### src/rtl/if_fetch_pkg.sv
// Shared widths, constants and types for the instruction-fetch front end.
package if_fetch_pkg;

  localparam int unsigned INST_ADDR_W     = 32;
  localparam int unsigned INST_W          = 32;
  localparam int unsigned PC_STEP_DEFAULT = 4;
  localparam logic [INST_W-1:0] ZERO_WORD = 32'h0000_0000;

  typedef enum logic {S_REQ, S_WAIT} fetch_state_e;

  typedef struct packed {
    logic [INST_ADDR_W-1:0] pc;
    logic [INST_W-1:0]      inst;
  } fetch_pkt_t;

endpackage

### src/rtl/if_fetch_if.sv
// Fetch-stage bundle: pipeline control, instruction-memory handshake and IF/ID output.
interface if_fetch_if;
  import if_fetch_pkg::*;

  logic                   stall_i;
  logic                   flush_i;
  logic [INST_ADDR_W-1:0] new_pc_i;
  logic                   inst_req_o;
  logic [INST_ADDR_W-1:0] inst_addr_o;
  logic                   inst_gnt_i;
  logic                   inst_rvalid_i;
  logic [INST_W-1:0]      inst_rdata_i;
  logic [INST_ADDR_W-1:0] if_pc_o;
  logic [INST_W-1:0]      if_inst_o;
  logic                   if_valid_o;

  modport master (
    input  stall_i, flush_i, new_pc_i, inst_gnt_i, inst_rvalid_i, inst_rdata_i,
    output inst_req_o, inst_addr_o, if_pc_o, if_inst_o, if_valid_o
  );

  modport slave (
    output stall_i, flush_i, new_pc_i, inst_gnt_i, inst_rvalid_i, inst_rdata_i,
    input  inst_req_o, inst_addr_o, if_pc_o, if_inst_o, if_valid_o
  );

endinterface

### src/rtl/fetch_skid_buf.sv
// One-entry holding register that catches a fetch response arriving while the output is stalled.
module fetch_skid_buf
  import if_fetch_pkg::*;
(
  input  logic       clk,
  input  logic       rst,
  input  logic       push_i,
  input  logic       pop_i,
  input  logic       clear_i,
  input  fetch_pkt_t data_i,
  output fetch_pkt_t data_o,
  output logic       full_o
);

  fetch_pkt_t data_q, data_d;
  logic       full_q, full_d;

  // Clear wins over push so a flushed response can never be kept.
  always_comb begin
    data_d = data_q;
    full_d = full_q;
    if (clear_i) begin
      full_d = 1'b0;
    end else if (push_i) begin
      data_d = data_i;
      full_d = 1'b1;
    end else if (pop_i) begin
      full_d = 1'b0;
    end
  end

  always_ff @(posedge clk or posedge rst) begin
    if (rst) begin
      data_q <= '0;
      full_q <= 1'b0;
    end else begin
      data_q <= data_d;
      full_q <= full_d;
    end
  end

  assign data_o = data_q;
  assign full_o = full_q;

endmodule

### src/rtl/if_fetch.sv
// Instruction-fetch front end: owns the PC, runs a single-outstanding req/gnt/rvalid
// handshake and delivers {pc, inst, valid} to IF/ID under stall and flush.
module if_fetch
  import if_fetch_pkg::*;
#(
  parameter logic [INST_ADDR_W-1:0] RESET_PC = 32'h0000_0000,
  parameter int unsigned            PC_STEP  = PC_STEP_DEFAULT
) (
  input logic          clk,
  input logic          rst,
  if_fetch_if.master   bus
);

  fetch_state_e           state_q, state_d;
  logic [INST_ADDR_W-1:0] pc_q, pc_d;
  logic [INST_ADDR_W-1:0] req_pc_q, req_pc_d;
  logic                   kill_q, kill_d;
  fetch_pkt_t             out_q, out_d;
  logic                   valid_q, valid_d;

  logic       skid_push, skid_pop, skid_clear, skid_full;
  fetch_pkt_t skid_data;

  logic req_c;
  logic slot_free;
  logic live_rvalid;

  assign req_c       = ~rst & (state_q == S_REQ) & ~skid_full;
  assign slot_free   = ~valid_q | ~bus.stall_i;
  assign live_rvalid = (state_q == S_WAIT) & bus.inst_rvalid_i & ~kill_q;

  // Next-state, PC and output-slot update; flush overrides everything else.
  always_comb begin
    state_d    = state_q;
    pc_d       = pc_q;
    req_pc_d   = req_pc_q;
    kill_d     = kill_q;
    out_d      = out_q;
    valid_d    = valid_q;
    skid_push  = 1'b0;
    skid_pop   = 1'b0;
    skid_clear = 1'b0;

    if (bus.flush_i) begin
      pc_d       = bus.new_pc_i;
      valid_d    = 1'b0;
      out_d.inst = ZERO_WORD;
      skid_clear = 1'b1;
      case (state_q)
        S_REQ: begin
          // An old-address request granted this cycle is still in flight.
          if (req_c && bus.inst_gnt_i) begin
            state_d = S_WAIT;
            kill_d  = 1'b1;
          end
        end
        S_WAIT: begin
          if (bus.inst_rvalid_i) begin
            state_d = S_REQ;
            kill_d  = 1'b0;
          end else begin
            kill_d  = 1'b1;
          end
        end
        default: state_d = S_REQ;
      endcase
    end else begin
      case (state_q)
        S_REQ: begin
          if (req_c && bus.inst_gnt_i) begin
            pc_d     = pc_q + INST_ADDR_W'(PC_STEP);
            req_pc_d = pc_q;
            state_d  = S_WAIT;
          end
        end
        S_WAIT: begin
          if (bus.inst_rvalid_i) begin
            state_d = S_REQ;
            kill_d  = 1'b0;
          end
        end
        default: state_d = S_REQ;
      endcase

      if (slot_free) begin
        if (skid_full) begin
          out_d    = skid_data;
          valid_d  = 1'b1;
          skid_pop = 1'b1;
        end else if (live_rvalid) begin
          out_d.pc   = req_pc_q;
          out_d.inst = bus.inst_rdata_i;
          valid_d    = 1'b1;
        end else begin
          out_d.inst = ZERO_WORD;
          valid_d    = 1'b0;
        end
      end else if (live_rvalid) begin
        skid_push = 1'b1;
      end
    end
  end

  always_ff @(posedge clk or posedge rst) begin
    if (rst) begin
      state_q  <= S_REQ;
      pc_q     <= RESET_PC;
      req_pc_q <= RESET_PC;
      kill_q   <= 1'b0;
      out_q    <= '0;
      valid_q  <= 1'b0;
    end else begin
      state_q  <= state_d;
      pc_q     <= pc_d;
      req_pc_q <= req_pc_d;
      kill_q   <= kill_d;
      out_q    <= out_d;
      valid_q  <= valid_d;
    end
  end

  fetch_skid_buf u_skid (
    .clk     (clk),
    .rst     (rst),
    .push_i  (skid_push),
    .pop_i   (skid_pop),
    .clear_i (skid_clear),
    .data_i  ({req_pc_q, bus.inst_rdata_i}),
    .data_o  (skid_data),
    .full_o  (skid_full)
  );

  assign bus.inst_req_o  = req_c;
  assign bus.inst_addr_o = pc_q;
  assign bus.if_pc_o     = out_q.pc;
  assign bus.if_inst_o   = out_q.inst;
  assign bus.if_valid_o  = valid_q;

endmodule

### src/flat_wrapper.sv
// flat-port wrapper written by rule: the top's interface ports become plain ports
module if_fetch_flat import if_fetch_pkg::*;
#(
  parameter logic [INST_ADDR_W-1:0] RESET_PC = 32'h0000_0000,
  parameter int unsigned            PC_STEP  = PC_STEP_DEFAULT
)
  (clk, rst, bus_stall_i, bus_flush_i, bus_new_pc_i, bus_inst_gnt_i, bus_inst_rvalid_i, bus_inst_rdata_i, bus_inst_req_o, bus_inst_addr_o, bus_if_pc_o, bus_if_inst_o, bus_if_valid_o);
  if_fetch_if bus_i ();
  input logic clk;
  input logic rst;
  input wire logic [$bits(bus_i.stall_i)-1:0] bus_stall_i;
  input wire logic [$bits(bus_i.flush_i)-1:0] bus_flush_i;
  input wire logic [$bits(bus_i.new_pc_i)-1:0] bus_new_pc_i;
  input wire logic [$bits(bus_i.inst_gnt_i)-1:0] bus_inst_gnt_i;
  input wire logic [$bits(bus_i.inst_rvalid_i)-1:0] bus_inst_rvalid_i;
  input wire logic [$bits(bus_i.inst_rdata_i)-1:0] bus_inst_rdata_i;
  output wire logic [$bits(bus_i.inst_req_o)-1:0] bus_inst_req_o;
  output wire logic [$bits(bus_i.inst_addr_o)-1:0] bus_inst_addr_o;
  output wire logic [$bits(bus_i.if_pc_o)-1:0] bus_if_pc_o;
  output wire logic [$bits(bus_i.if_inst_o)-1:0] bus_if_inst_o;
  output wire logic [$bits(bus_i.if_valid_o)-1:0] bus_if_valid_o;
  assign bus_i.stall_i = bus_stall_i;
  assign bus_i.flush_i = bus_flush_i;
  assign bus_i.new_pc_i = bus_new_pc_i;
  assign bus_i.inst_gnt_i = bus_inst_gnt_i;
  assign bus_i.inst_rvalid_i = bus_inst_rvalid_i;
  assign bus_i.inst_rdata_i = bus_inst_rdata_i;
  assign bus_inst_req_o = bus_i.inst_req_o;
  assign bus_inst_addr_o = bus_i.inst_addr_o;
  assign bus_if_pc_o = bus_i.if_pc_o;
  assign bus_if_inst_o = bus_i.if_inst_o;
  assign bus_if_valid_o = bus_i.if_valid_o;
  if_fetch #(.RESET_PC(RESET_PC), .PC_STEP(PC_STEP)) u_core (.clk(clk), .rst(rst), .bus(bus_i));
endmodule
### config.mk
export PLATFORM = sky130hd
export DESIGN_NAME = if_fetch_flat
export DESIGN_NICKNAME = d
export VERILOG_FILES = /design/src/rtl/if_fetch_pkg.sv /design/src/rtl/if_fetch_if.sv /design/src/rtl/fetch_skid_buf.sv /design/src/rtl/if_fetch.sv /design/src/flat_wrapper.sv
export SDC_FILE = /design/constraint.sdc
export NUM_CORES = 1
export LEC_CHECK = 0
export BUFFER_PORTS_ARGS = -buffer_cell sky130_fd_sc_hd__buf_2
export CAP_MARGIN = 20
export CORE_AREA = 2 2 133 135
export DETAILED_ROUTE_END_ITERATION = 10
export DIE_AREA = 0 0 135 137
export GPL_TIMING_DRIVEN = 0
export MAX_ROUTING_LAYER = met4
export PLACE_DENSITY = 0.82
export SLEW_MARGIN = 20
export SYNTH_ARGS = -nofsm -noshare
export SYNTH_HDL_FRONTEND = slang
export SYNTH_SLANG_ARGS = --single-unit
export TNS_END_PERCENT = 30
### constraint.sdc
create_clock -name clk -period 18.3 [get_ports clk]
set_input_delay 3.66 -clock clk [delete_from_list [all_inputs] [get_ports clk]]
set_output_delay 3.66 -clock clk [all_outputs]
set_load 0.01 [all_outputs]
==> PnR_summary.wiki, run 1 <==
{| class="wikitable"
! Metric !! Value
|-
| Register-to-register setup slack || 15.46 ns
|-
| FFs w/ async S/R, synth || 1.000
|-
| CTS tree || yes
|-
| Fmax || around 130 MHz
|-
| Worst Hold Launch || u_core.bus.if_inst_o[20]
|-
| Count of endpoints failing setup in the final report || 0
|-
| Post-synth EDFFs || 0
|-
| Min-delay worst type || reg2reg
|-
| DRC violation total after the first TritonRoute iteration || 399
|-
| CTS sink count || between 150 and 200
|-
| Port bufs || 167
|-
| Nets || 974
|-
| Xor/xnor cell area share of the yosys netlist || 0.01146
|-
| Sum of negative setup slack || 0 ns
|-
| Count leader, synth || sky130_fd_sc_hd__dfrtp_1
|-
| Critical R2R Launch || u_core.u_skid.full_o
|-
| CP peak stage delay || 0.18 ns
|-
| Largest net degree at the start of global routing || roughly 100
|-
| H-tree level count || 4
|-
| Synthesized instance count || 716
|-
| Fraction of layout instances using a drive strength above 1 || 0.3341
|-
| Synth Flop Type || sky130_fd_sc_hd__dfrtp_1
|-
| Number of vias per cell after detailed routing || 5.608
|-
| Required time at the worst-slack endpoint || 14.64 ns
|-
| Tightest slew margin relative to the limit || 0.3582
|-
| Starting density of the core || 0.4929
|-
| Horiz. Die Dim || around 140 um
|-
| Sink of the worst hold path || u_core.bus.if_inst_o[20]
|-
| Number of placement rows || between 40 and 50
|-
| Largest fanout of any net on the critical path || 4
|-
| Number of buffers created by CTS || 17
|-
| Most area-hungry cell type in the Yosys netlist || sky130_fd_sc_hd__dfrtp_1
|-
| Post-synthesis sequential area ratio || 0.5834
|-
| Vias in the first global route || 6356
|-
| Final Cycle Share || 0.4253
|-
| Relative area change from synthesis to final layout || 21.18%
|-
| Ranking of synthesized cells by instance count || 196 x sky130_fd_sc_hd__dfrtp_1, 98 x sky130_fd_sc_hd__mux2_2, 90 x sky130_fd_sc_hd__nand2_1, 84 x sky130_fd_sc_hd__o21ai_0, 41 x sky130_fd_sc_hd__clkbuf_1
|-
| Top Ports || between 150 and 200
|-
| Cells taking the most area after synthesis || sky130_fd_sc_hd__dfrtp_1 58%, sky130_fd_sc_hd__mux2_2 13%, sky130_fd_sc_hd__o21ai_0 5.0%
|-
| Total Wirelength || 20400 um
|-
| Critical-path top delay cell || sky130_fd_sc_hd__buf_2
|-
| Power density of the placed cells || around 110 nW/um2
|-
| Number of gates resized after cts || 0
|-
| Global-route usage over all layers || 0.2334
|-
| Post-CTS Hold Buffers || 0
|-
| Placer's final routability congestion estimate || 0.8335
|-
| Area share of the largest cell type after synthesis || 0.5834
|-
| Average wire per standard cell || 17.85 um
|-
| Static leakage || about 0.0047 uW
|-
| Type of origin of the critical path || input port
|-
| Remaining routing DRC violations || 0
|-
| Met1 usage in global routing || 0.3063
|-
| Hold Path Cell Cnt || 2
|-
| Yosys synthesis warning count || 0
|-
| Simple-gate area share of the yosys netlist || 0.09927
|-
| Capturing point of the worst reg2reg path || u_core.bus.inst_addr_o[27]
|-
| Share of synthesized area spent on multiplexers || 0.1753
|-
| Clock input transition at the sequential cells of the worst setup and hold paths || 0.07 ns
|-
| Die Area || 18500 um2
|-
| Fin. max-slew vios || 0
|-
| Worst Reg-to-Reg Cells || 8
|-
| Number of buffers inserted to repair setup after CTS || 0
|-
| Global route total overflow || 0
|-
| Hpwl dp || 14310 um
|-
| Post-synthesis net count || 787
|-
| Netlist area before placement || roughly 8400 um2
|-
| Cell area reported after detailed placement || 9559 um2
|-
| Number of nets with antenna violations after detailed routing || 0
|-
| Root cell of the clock tree || sky130_fd_sc_hd__clkbuf_16
|-
| Floorplan core area || 17060 um2
|-
| Fraction of met2 tracks used by global routing || 0.3629
|-
| Number of hold violations in the final report || 0
|-
| Number of fill cells || 1416
|-
| Antenna violations before repair || 2
|-
| Via count of the routed design || roughly 6400
|-
| Critical path cell sequence || buf_2 -> nor3_1 -> buf_2
|-
| Mean area per synthesized cell || around 12 um2
|-
| Count of unique library cells instantiated by Yosys || 36
|-
| 1st-pass router iterations || 4
|-
| Max rail drop VDD || 70.07 uV
|-
| Measured slew at the worst slew-check pin || approximately 0.96 ns
|-
| Outcome || finished clean
|-
| Endpoint class of the critical path || output pin
|-
| Global-route wire length before repair || around 32000 um
|-
| Min cycle time layout || approximately 7.8 ns
|-
| Dominant combinational cell family by area after synthesis || multiplexers
|-
| Fraction of the mapped netlist area in compound gates || 0.1031
|-
| Seq cells post-synth || 196
|-
| Latest clock arrival within the worst-skew pair || ~0.43 ns
|-
| Unrepaired setup endpoints after global routing || no
|-
| Crit path DAT || 4.12 ns
|-
| Max-cap violation count || 0
|-
| Cell repeated most along the worst path || sky130_fd_sc_hd__buf_2
|-
| Die boundary height || 137 um
|-
| Number of buffers on the longest clock path || 2
|-
| Path type of the worst setup path || in2out
|-
| Area of all placed cells without fillers || 10190 um2
|-
| Setup skew after layout || ~0.011 ns
|-
| Met3 capacity usage during global routing || 0.05333
|-
| Adder-Cell Fraction of Synth Area || 0.001488
|-
| Worst setup startpoint || rst
|-
| Most utilized layer in the global route result || met2
|}
-- per-layer routing --
metal | vias to the layer above | wire length [um]
li1 | 2968 | -
met1 | 3191 | 8866
met2 | 215 | 9891
met3 | 36 | 1225
met4 | 0 | 416
met5 | - | 0
-- power by group --
| part | internal [uW] | total, uW | switching (uW) |
|---|---|---|---|
| Clock | 225 | 390 | 165 |
| Sequential | 502 | 554 | 51.7 |
| Combinational | 82.7 | 180 | 97.3 |
-- kinds of logic (layout without fill, tap and decap cells) --
| family | Yosys count | count (layout) |
|---|---|---|
| xor+xnor | 11 | 11 |
| mux | 135 | 135 |
| flops | 196 | 196 |
| other cells | 0 | 2 |
| compound gates | 147 | 147 |
| fa+ha+maj | 1 | 1 |
| buf+inv | 52 | 252 |
| simple gates | 174 | 174 |
-- cell usage in the layout (no fill, tap or decap), types with 6 or more instances in the layout --
cell type,n
sky130_fd_sc_hd__a22oi_1,28
sky130_fd_sc_hd__or4_1,16
sky130_fd_sc_hd__nand2_1,90
sky130_fd_sc_hd__mux2_2,98
sky130_fd_sc_hd__buf_2,167
sky130_fd_sc_hd__xnor2_1,6
sky130_fd_sc_hd__nand3_1,10
sky130_fd_sc_hd__clkbuf_16,17
sky130_fd_sc_hd__nor2_1,26
sky130_fd_sc_hd__clkbuf_1,42
sky130_fd_sc_hd__dfrtp_1,196
sky130_fd_sc_hd__o31ai_1,13
sky130_fd_sc_hd__o21ai_0,84
sky130_fd_sc_hd__mux2i_1,37
sky130_fd_sc_hd__a31oi_1,17
sky130_fd_sc_hd__nand4_1,9
-- worst max path at each step --
stage                     slack [ns]                       end
final                          10.52            bus_inst_req_o
after global routing           10.48            bus_inst_req_o
after CTS                      10.52            bus_inst_req_o
after detailed placement       10.53            bus_inst_req_o
after global placement          7.20  u_core.bus.if_inst_o[19]
after floorplan                 9.30   u_core.bus.if_inst_o[0]
-- per-stage QoR --
stage / setup WS [ns] / hold slack, ns / total power [uW] / cells / util
detailed placement: 10.53 / 0.4650 / 744.4 / 1109 / 0.5604
floorplan: 9.299 / 0.4805 / 652.9 / 716 / -
CTS: 10.52 / 0.4809 / 1133 / 1141 / 0.5970
global placement: 7.204 / 0.4554 / 733.8 / 1108 / 0.5584
global route: 10.48 / 0.5020 / 1178 / 1143 / 0.5973
finish: 10.52 / 0.4765 / 1124 / 1143 / 0.5973
-- flip-flops by register name, indices dropped and copies added (netlist names) --
signal	flops
u_core.bus.if_inst_o	32
u_core.bus.if_pc_o	32
u_core.bus.if_valid_o	1
u_core.bus.inst_addr_o	32
u_core.kill_q	1
u_core.req_pc_q	32
u_core.state_q	1
u_core.u_skid.data_o	64
u_core.u_skid.full_o	1
-- worst max-delay path: cells and delay by family --
kind | cells | cell delay (ns)
buffers and inverters | 2 | 0.33
AND/OR/NAND/NOR | 1 | 0.13
-- layout make-up --
type                    count  area [um2]  area share
flip-flops and latches    196        4905      0.4815
multi-input cells         468        3284      0.3224
repair buffers            168       863.3     0.08475
clock buffers              20       456.7     0.04483
well taps                 225       281.5     0.02763
plain buffers              46       195.2     0.01916
clock inverters            12       166.4     0.01634
inverters                   6       30.03    0.002948
diodes                      2       5.005   0.0004913
No activity file was read; power rests on OpenSTA's default activity.
==> inputs of run 2 (changes only) <==
--- a/config.mk
+++ b/config.mk
@@ -12,7 +12,7 @@
 export DIE_AREA = 0 0 135 137
 export GPL_TIMING_DRIVEN = 0
 export MAX_ROUTING_LAYER = met4
-export PLACE_DENSITY = 0.82
+export PLACE_DENSITY = 0.85
 export SLEW_MARGIN = 20
 export SYNTH_ARGS = -nofsm -noshare
 export SYNTH_HDL_FRONTEND = slang
==> constraint.sdc (replaced) <==
create_clock -name clk -period 6.86 [get_ports clk]
set_input_delay 1.372 -clock clk [delete_from_list [all_inputs] [get_ports clk]]
set_output_delay 1.372 -clock clk [all_outputs]
set_load 0.01 [all_outputs]
==> run 2 against run 1 <==
  * Sequential power rose to 2.7 times the previous value
  * Global-route usage down 0.13 points
  * Register-to-register slack worse by 11 ns
  * Power rose to 2.7 times the previous value
  * Sequential share of layout area about the same
  * Critical path depth up 2
==> PnR_summary.wiki, run 2 (synthesis gave the netlist of run 1 again) <==
{| class="wikitable"
! Metric !! Value
|-
| Hold Path Cell Cnt || 2 (unchanged)
|-
| Final core utilization || 0.5975 (about the same)
|-
| Cell area reported after detailed placement || 9587 um2 (+0.29%)
|-
| Global route total overflow || 0 (unchanged)
|-
| Clock share of power || 0.341 (-0.006)
|-
| Placer's final routability congestion estimate || 0.8313 (-0.26%)
|-
| Outcome || finished clean
|-
| Starting density of the core || 0.4929 (unchanged)
|-
| Count of endpoints failing setup in the final report || 0 (unchanged)
|-
| Share of power burned in combinational logic || 0.163 (+0.003)
|-
| Max-cap violation count || 0 (unchanged)
|-
| Number of gates resized after cts || 0 (unchanged)
|-
| Number of fill cells || 1405 (-0.78%)
|-
| Via count of the routed design || 6406 (-0.062%)
|-
| Average wire per standard cell || 17.94 um (+0.53%)
|-
| Worst slack on hold paths || 0.4738 ns (-0.002668 ns)
|-
| Min cycle time layout || 3.596 ns
|-
| Crit path DAT || 2.22 ns (-1.90 ns)
|-
| Post-CTS Hold Buffers || 0 (unchanged)
|-
| CTS tree || yes
|-
| Highest-count cells in the layout ignoring fill and taps || 196 x sky130_fd_sc_hd__dfrtp_1, 167 x sky130_fd_sc_hd__buf_2, 98 x sky130_fd_sc_hd__mux2_2
|-
| Largest register FFs || 64 (unchanged)
|-
| Static leakage || 0.004706 uW (+0.26%)
|-
| 1st-pass router iterations || 5 (+1)
|-
| Number of buffers created by CTS || 17 (unchanged)
|-
| Seq pwr share || 0.496 (+0.003)
|-
| Antenna violations before repair || 2 (unchanged)
|-
| Min-delay worst type || reg2reg
|-
| H-tree level count || 4 (unchanged)
|-
| Hpwl dp || 14380 um (+0.48%)
|-
| Net switching power || 852.9 uW (+170%)
|-
| Fraction of layout instances using a drive strength above 1 || 0.3348 (+0.0007262)
|-
| Tightest slew margin relative to the limit || 0.2881 (-0.07011)
|-
| Die Area || 18500 um2 (unchanged)
|-
| Cell-internal power || 2127 uW (+160%)
|-
| Die boundary height || 137 um (unchanged)
|-
| Top Ports || 168 (unchanged)
|-
| Horiz. Die Dim || 135 um (unchanged)
|-
| Number of buffers inserted to repair setup after CTS || 0 (unchanged)
|-
| Vias in the first global route || 6200 (-2.5%)
|-
| Clock input transition at the sequential cells of the worst setup and hold paths || 0.07 ns (about the same)
|-
| Type of origin of the critical path || flop
|-
| Setup skew after layout || 0.01378 ns (+0.002339 ns)
|-
| Global-route wire length before repair || 32210 um (-0.62%)
|-
| Power density of the placed cells || 292.4 nW/um2 (+160%)
|-
| Number of placement rows || 48 (unchanged)
|-
| Share of total power consumed by net switching || 0.2862 (+0.006508)
|-
| Nets || 975 (+0.10%)
|-
| Worst Reg-to-Reg Cells || 8 (unchanged)
|-
| Floorplan core area || 17060 um2 (unchanged)
|-
| Endpoint class of the critical path || output pin
|-
| Number of vias per cell after detailed routing || 5.600 (-0.15%)
|-
| Largest net degree at the start of global routing || 77 (-26%)
|-
| Root cell of the clock tree || sky130_fd_sc_hd__clkbuf_16
|-
| CTS sink count || 196 (unchanged)
|-
| Required time at the worst-slack endpoint || 5.49 ns (-9.15 ns)
|-
| Leading cell type in the layout, fill and taps excluded || sky130_fd_sc_hd__dfrtp_1
|-
| Final Cycle Share || 0.5241
|-
| DRC violation total after the first TritonRoute iteration || 433 (+8.5%)
|-
| Measured slew at the worst slew-check pin || 1.064 ns (+0.1048 ns)
|-
| Relative area change from synthesis to final layout || 21.22% (about the same)
|-
| Fin. max-slew vios || 0 (unchanged)
|-
| Global-route usage over all layers || 0.2321 (-0.001265)
|-
| Unrepaired setup endpoints after global routing || no
|-
| Max rail drop VDD || 186.7 uV (+170%)
|-
| Area of all placed cells without fillers || 10190 um2 (about the same)
|-
| Total Wirelength || 20530 um (+0.62%)
|-
| Number of hold violations in the final report || 0 (unchanged)
|-
| Fmax || 278.1 MHz
|-
| Path type of the worst setup path || reg2out
|-
| Largest fanout of any net on the critical path || 10 (+6)
|-
| Port bufs || 167 (unchanged)
|-
| Number of buffers on the longest clock path || 2 (unchanged)
|-
| Remaining routing DRC violations || 0 (unchanged)
|-
| Number of nets with antenna violations after detailed routing || 0 (unchanged)
|-
| Latest clock arrival within the worst-skew pair || 0.44 ns (about the same)
|}
==> run 2: cell types whose count changed in the layout (fill, tap and decap cells not counted) <==
cell	change
sky130_fd_sc_hd__clkinvlp_4	-2
sky130_fd_sc_hd__bufinv_16	-1
sky130_fd_sc_hd__clkinv_2	+2
sky130_fd_sc_hd__inv_8	+1
sky130_fd_sc_hd__buf_16	+1
==> run 2: layout make-up <==
| cell class | count | area [um2] | area share |
|---|---|---|---|
| inverters | 6 | 30.03 | 0.002947 |
| plain buffers | 46 | 195.2 | 0.01915 |
| flip-flops and latches | 196 | 4905 | 0.4813 |
| multi-input cells | 468 | 3284 | 0.3223 |
| clock inverters | 12 | 142.6 | 0.01400 |
| diodes | 2 | 5.005 | 0.0004911 |
| repair buffers | 169 | 890.9 | 0.08742 |
| clock buffers | 20 | 456.7 | 0.04481 |
| well taps | 225 | 281.5 | 0.02762 |
==> run 2: worst paths after layout <==
path	slack, ns	endpoint	start
worst max-delay path	3.26	bus_inst_req_o	u_core.u_skid.full_o
min in group asynchronous	0.96	u_core.req_pc_q[11]	rst
max in group asynchronous	4.86	u_core.u_skid.data_o[33]	rst
worst max register to register	4.02	u_core.bus.inst_addr_o[27]	u_core.u_skid.full_o
worst min register to register	0.47	u_core.bus.if_pc_o[25]	u_core.bus.if_pc_o[25]
worst min-delay path	0.47	u_core.bus.if_pc_o[25]	u_core.bus.if_pc_o[25]
==> run 2: critical path: stages (launching register included) <==
cell,delay [ns]
sky130_fd_sc_hd__dfrtp_1,0.34
sky130_fd_sc_hd__buf_6,0.13
sky130_fd_sc_hd__clkbuf_1,0.55
sky130_fd_sc_hd__clkbuf_1,0.48
sky130_fd_sc_hd__nor3_1,0.13
sky130_fd_sc_hd__buf_2,0.18
==> run 2: power by group through the flow <==
stage / registers [uW] / clock network (uW) / logic, uW
after floorplan: 1520 / 0 / 225
after global placement: 1490 / 0 / 468
after detailed placement: 1500 / 0 / 491
after CTS: 1480 / 1020 / 495
after global routing: 1500 / 1070 / 542
final: 1480 / 1020 / 486
==> run 2: through the flow <==
stage          TNS [ns]  worst slack, ns  power [uW]  instances
4_1_cts               0            3.225        2996       1142
5_1_grt               0            3.131        3112       1144
3_3_place_gp    -372.73           -1.909        1956       1108
2_1_floorplan         0           0.1474        1742        716
6_report              0            3.264        2980       1144
3_5_place_dp          0            3.012        1988       1110
==> run 2: routing by layer <==
layer / share of wire / wire length, um / vias up / global-route usage
li1: - / - / 2959 / -
met1: 0.42 / 8704 / 3168 / 0.3035
met2: 0.48 / 9926 / 243 / 0.3675
met3: 0.074 / 1516 / 36 / 0.05074
met4: 0.018 / 378 / 0 / 0.06887
met5: 0 / 0 / - / -
